==> config.mk <==
export PLATFORM = sky130hd
export DESIGN_NAME = geometry_animator_flat
export DESIGN_NICKNAME = d
export VERILOG_FILES = /design/src/rtl/geometry_animator_if.sv /design/src/rtl/geometry_animator.sv /design/src/flat_wrapper.sv
export SDC_FILE = /design/constraint.sdc
export NUM_CORES = 1
export LEC_CHECK = 0
export ABC_AREA = 1
export CAP_MARGIN = 20
export CORE_MARGIN = 5
export CORE_UTILIZATION = 30
export CTS_CLUSTER_SIZE = 30
export DETAILED_ROUTE_END_ITERATION = 8
export MAX_ROUTING_LAYER = met4
export PLACE_DENSITY = 0.5
export SLEW_MARGIN = 20
export SYNTH_ARGS = -nofsm -noshare
export SYNTH_HDL_FRONTEND = slang
export SYNTH_SLANG_ARGS = --single-unit
==> constraint.sdc <==
create_clock -name clk -period 7.6 [get_ports clk]
set_clock_uncertainty 0.1 [all_clocks]
set_input_delay 1.52 -clock clk [delete_from_list [all_inputs] [get_ports clk]]
set_output_delay 1.52 -clock clk [all_outputs]
set_load 0.01 [all_outputs]
==> src/rtl/geometry_animator_if.sv <==
// Bundles the frame-sync inputs and the animated geometry outputs of geometry_animator.
interface geometry_animator_if;
    logic        vsync;
    logic        run;
    logic [59:0] geometry;
    logic        busy;
    logic [3:0]  frame;

    modport master (
        output vsync,
        output run,
        input  geometry,
        input  busy,
        input  frame
    );

    modport slave (
        input  vsync,
        input  run,
        output geometry,
        output busy,
        output frame
    );
endinterface

==> src/rtl/geometry_animator.sv <==
// Per-frame triangle vertex animator: steps six coordinates by signed velocities,
// reflects them at the screen bounds, and publishes all six in one cycle.
module geometry_animator #(
    parameter logic [9:0]  X_MAX     = 10'd639,
    parameter logic [9:0]  Y_MAX     = 10'd479,
    parameter logic [59:0] INIT_GEOM = {10'd100, 10'd1, 10'd1, 10'd100, 10'd200, 10'd200},
    parameter logic [23:0] INIT_VEL  = {4'h3, 4'hE, 4'h1, 4'h2, 4'hD, 4'h1}
) (
    input  logic               clk,
    input  logic               reset,
    geometry_animator_if.slave bus
);

    typedef enum logic [1:0] {
        IDLE,
        UPDATE,
        COMMIT
    } state_t;

    state_t             state_q, state_d;
    logic [2:0]         idx_q, idx_d;
    logic               vsync_d_q, vsync_d_d;
    logic [59:0]        geom_q, geom_d;
    logic [3:0]         frame_q, frame_d;
    logic [9:0]         shadow_q [0:5];
    logic [9:0]         shadow_d [0:5];
    logic signed [3:0]  vel_q [0:5];
    logic signed [3:0]  vel_d [0:5];

    logic [9:0]         cur_pos;
    logic signed [3:0]  cur_vel;
    logic signed [11:0] pos_ext;
    logic signed [11:0] vel_ext;
    logic signed [11:0] sum;
    logic signed [11:0] bound;
    logic               tick;

    // State, shadow and live registers; reset restores the configured geometry and velocities.
    always_ff @(posedge clk or posedge reset) begin
        if (reset) begin
            state_q   <= IDLE;
            idx_q     <= '0;
            vsync_d_q <= 1'b1;
            geom_q    <= INIT_GEOM;
            frame_q   <= '0;
            for (int unsigned k = 0; k < 6; k++) begin
                shadow_q[k] <= INIT_GEOM[59 - 10*k -: 10];
                vel_q[k]    <= INIT_VEL[23 - 4*k -: 4];
            end
        end else begin
            state_q   <= state_d;
            idx_q     <= idx_d;
            vsync_d_q <= vsync_d_d;
            geom_q    <= geom_d;
            frame_q   <= frame_d;
            for (int unsigned k = 0; k < 6; k++) begin
                shadow_q[k] <= shadow_d[k];
                vel_q[k]    <= vel_d[k];
            end
        end
    end

    // Next-state logic: one coordinate stepped per UPDATE cycle, all six published in COMMIT.
    always_comb begin
        state_d   = state_q;
        idx_d     = idx_q;
        vsync_d_d = bus.vsync;
        geom_d    = geom_q;
        frame_d   = frame_q;
        shadow_d  = shadow_q;
        vel_d     = vel_q;

        tick    = bus.vsync && !vsync_d_q;
        cur_pos = shadow_q[idx_q];
        cur_vel = vel_q[idx_q];
        pos_ext = {2'b00, cur_pos};
        vel_ext = {{8{cur_vel[3]}}, cur_vel};
        sum     = pos_ext + vel_ext;
        bound   = idx_q[0] ? {2'b00, Y_MAX} : {2'b00, X_MAX};

        case (state_q)
            IDLE: begin
                if (tick && bus.run) begin
                    state_d = UPDATE;
                    idx_d   = '0;
                end
            end
            UPDATE: begin
                // Reflect at either bound; an out-of-range start value is clamped here too.
                if (sum < 12'sd0) begin
                    shadow_d[idx_q] = '0;
                    vel_d[idx_q]    = -cur_vel;
                end else if (sum > bound) begin
                    shadow_d[idx_q] = bound[9:0];
                    vel_d[idx_q]    = -cur_vel;
                end else begin
                    shadow_d[idx_q] = sum[9:0];
                end
                if (idx_q == 3'd5) begin
                    state_d = COMMIT;
                end else begin
                    idx_d = idx_q + 3'd1;
                end
            end
            COMMIT: begin
                geom_d  = {shadow_q[0], shadow_q[1], shadow_q[2],
                           shadow_q[3], shadow_q[4], shadow_q[5]};
                frame_d = frame_q + 4'd1;
                idx_d   = '0;
                state_d = IDLE;
            end
            default: begin
                state_d = IDLE;
            end
        endcase
    end

    assign bus.geometry = geom_q;
    assign bus.busy     = (state_q != IDLE);
    assign bus.frame    = frame_q;

endmodule

==> src/flat_wrapper.sv <==
// flat-port wrapper written by rule: the top's interface ports become plain ports
module geometry_animator_flat 
#(
    parameter logic [9:0]  X_MAX     = 10'd639,
    parameter logic [9:0]  Y_MAX     = 10'd479,
    parameter logic [59:0] INIT_GEOM = {10'd100, 10'd1, 10'd1, 10'd100, 10'd200, 10'd200},
    parameter logic [23:0] INIT_VEL  = {4'h3, 4'hE, 4'h1, 4'h2, 4'hD, 4'h1}
)
  (clk, reset, bus_vsync, bus_run, bus_geometry, bus_busy, bus_frame);
  geometry_animator_if bus_i ();
  input  logic clk;
  input  logic reset;
  input wire logic [$bits(bus_i.vsync)-1:0] bus_vsync;
  input wire logic [$bits(bus_i.run)-1:0] bus_run;
  output wire logic [$bits(bus_i.geometry)-1:0] bus_geometry;
  output wire logic [$bits(bus_i.busy)-1:0] bus_busy;
  output wire logic [$bits(bus_i.frame)-1:0] bus_frame;
  assign bus_i.vsync = bus_vsync;
  assign bus_i.run = bus_run;
  assign bus_geometry = bus_i.geometry;
  assign bus_busy = bus_i.busy;
  assign bus_frame = bus_i.frame;
  geometry_animator #(.X_MAX(X_MAX), .Y_MAX(Y_MAX), .INIT_GEOM(INIT_GEOM), .INIT_VEL(INIT_VEL)) u_core (.clk(clk), .reset(reset), .bus(bus_i));
endmodule
==> reports/qor.yml <==
synth_nets: 927
power_mw: 2.67
pre_cts_slack_ns: 2.39
leakage_nw: 4.38
grt_pass1_wl_um: 35700
postRouteAntennaNets: 0
ctsResizeCount: 0
grt_pass1_vias: 6129
synth_area_leaders: "dfrtp_1, nand2_1, dfstp_2, inv_1, ha_1"
overflow: 0
synth.distinct_cells: 41
drt-pass1-iter-count: 5
yosysTopAreaCell: "dfrtp_1"
cp.required_ns: 7.82
syn2layout_area_growth_pct: 22.1
worstReg2RegEnd: "u_core.shadow_q[32]"
reg2reg_from: "u_core.idx_q[0]"
syn_area_sq_mm: 0.00737
synth_area_per_cell_sq_um: 8.16
synth_edf_count: 0
cp.arrival_ns: 5.60
r2r_cells: 23
synthTopCellsByCount: "nand2_1, dfrtp_1, inv_1"
drc: 0
dieArea_sq_mm: 0.0278
row_count: 57
async_reset_ff_share_pct: 100
cts_sinks: 154
fmaxAchievable_ghz: 0.186
worstPathMaxFanout: 14
min_period_ns: 5.38
synth_warnings: 0
clk_pin_slew_ns: 0.07
setup_tns_ns: 0
dp_hpwl_um: 16100
clockBufferDepth: 2
synth_most_common_cell: "nand2_1"
track_usage_pct: 16.9
post-route-period-util_pct: 70.8
antenna_found_initial: 0
rsz0062_at_grt: "false"
drt_iter0_markers: 522
viasPerCell: 4.67
wirelength_um: 22200
wire_per_inst_um: 17.0
cp-end-kind: "flip-flop"
slew_viol_final: 0
timing.max_slew.rel_slack_pct: 35.2
die_h_um: 167
syn_inst: 903
synth_ff_type: "dfrtp_1"
post_cts.repair.setup_buffers: 0
finalHoldViolations: 0
ys_ff_latch: 154
cts-htree-levels: 4
grt_max_degree: 102
ys_seq_area_share_pct: 53.0
ctsRootBufferMaster: "clkbuf_16"
vdd.ir_drop.worst_uv: 153
numCtsBuffers: 17
critical_path_class: "reg2reg"
setup_viol: 0
status: "finished clean"
cap_violations: 0
cts_tree: "built"
fin_util_pct: 37.1
hold_start: "u_core.vel_q[20]"
core_sq_mm: 0.0242
initial_core_util_pct: 30.4
portBuffers: 68
layout-drive-gt1-share_pct: 11.0
clk_latency_ns: 0.43
layout_setup_ws_ns: 2.22
io_pins: 69
worst_slew_pin_slew_ns: 0.963
fin_nets: 991
min_to: "u_core.vel_q[20]"
power.density_mw_per_mm2: 296
whs_path_depth: 0
place_congestion: 0.871
cp-start-kind: "flip-flop"
die_w_um: 167
vias: 6096
hold_buffers: 0
hp-class: "reg2reg"
rrSetupSlack_ns: 2.22
netlist.area_leader.share_pct: 38.7
num_antenna_cells: 0
==> layout by cell type, fill, tap and decap left out, types with 3 or more instances in the layout <==
master	synthesis	routed
o21ai_1	5	5
inv_8	0	4
clkbuf_16	0	17
o2111ai_1	3	3
a22oi_1	10	10
nand2_2	3	3
xnor2_1	6	6
ha_1	19	19
o221ai_1	3	3
dfstp_2	40	40
a221oi_1	5	5
nand4_1	8	8
o21ai_0	45	45
nor2_1	34	33
nor3_1	4	4
o22ai_1	9	9
nand3_1	36	36
inv_2	9	10
inv_1	71	69
buf_4	2	11
inv_6	0	3
dfrtp_1	114	114
clkinv_8	0	5
xor2_1	5	5
nand2_1	405	405
a21oi_1	13	13
clkdlybuf4s50_1	0	68
clkinv_1	4	4
==> kinds of logic after synthesis <==
logic type	after synthesis	synth area share, %
AND/OR/NAND/NOR	503	27.6
flip-flops	154	53.0
AO/OA/AOI/OAI	95	7.57
adder cells (fa/ha/maj)	20	3.50
XOR/XNOR	13	2.05
buffers and inverters	118	6.28
==> power by group <==
group / switching [mW] / internal [mW] / leakage, nW
clock network: 0.409 / 0.443 / 0.286
registers: 0.114 / 0.964 / 1.99
logic: 0.516 / 0.223 / 2.11
==> final cells by class <==
cell class,instances,area [sq um]
multi-input combinational,631,3010
tap,324,405
clock buffer,17,425
fill,2501,15200
sequential,154,3900
timing repair buffer,79,763
inverter,84,320
clock inverter,15,176
==> critical path, cell delays in order, from the launching register on <==
cell and delay [ns]:
dfrtp_1 0.60, inv_2 0.14, nand2_1 0.43, nor2_1 0.08
nor4_1 0.83, inv_1 0.11, ha_1 0.31, nand2_1 0.06
o21ai_0 0.39, a21o_1 0.19, xor2_1 0.40, ha_1 0.34
nand2_1 0.06, inv_1 0.04, nand3_1 0.08, nand2_1 0.05
nand2_1 0.05, nand2_1 0.04, nand2_1 0.19, nand2_1 0.10
nand2_2 0.25, nand2_1 0.25, nand2_1 0.11, nand2_1 0.05
==> how the worst max path moves through the flow <==
stage	depth (start not counted)	end	startpoint	slack (ns)
2_1_floorplan	1	u_core.bus.frame[0]	reset	1.90
5_1_grt	23	u_core.shadow_q[2]	u_core.idx_q[0]	1.74
6_report	23	u_core.shadow_q[32]	u_core.idx_q[0]	2.22
3_3_place_gp	23	u_core.shadow_q[2]	u_core.idx_q[0]	2.38
4_1_cts	23	u_core.shadow_q[32]	u_core.idx_q[0]	2.35
3_5_place_dp	23	u_core.shadow_q[42]	u_core.idx_q[0]	2.39
==> flip-flops by register name (all words and copies together) (netlist names) <==
signal	count
u_core.bus.geometry	60
u_core.shadow_q	60
u_core.vel_q	24
u_core.bus.frame	4
u_core.idx_q	3
u_core.state_q	2
u_core.vsync_d_q	1
==> per-stage QoR <==
| stage | hold slack [ns] | cell area (sq um) | instances |
|---|---|---|---|
| floorplan | 0.329 | 7370 | 903 |
| global placement | 0.258 | 8400 | 1272 |
| detailed placement | 0.259 | 8400 | 1272 |
| CTS | 0.269 | 9000 | 1304 |
| global route | 0.272 | 9000 | 1304 |
| finish | 0.267 | 9000 | 1304 |
==> per-layer routing <==
| metal | global-route usage, % | wire (um) | up-vias |
|---|---|---|---|
| met2 | 27.3 | 10600 | 177 |
| met3 | 3.11 | 1110 | 34 |
| met1 | 21.8 | 9930 | 2895 |
| met5 | - | 0 | - |
| li1 | - | - | 2990 |
| met4 | 4.80 | 516 | 0 |
Power figures use the tool's default switching activity.
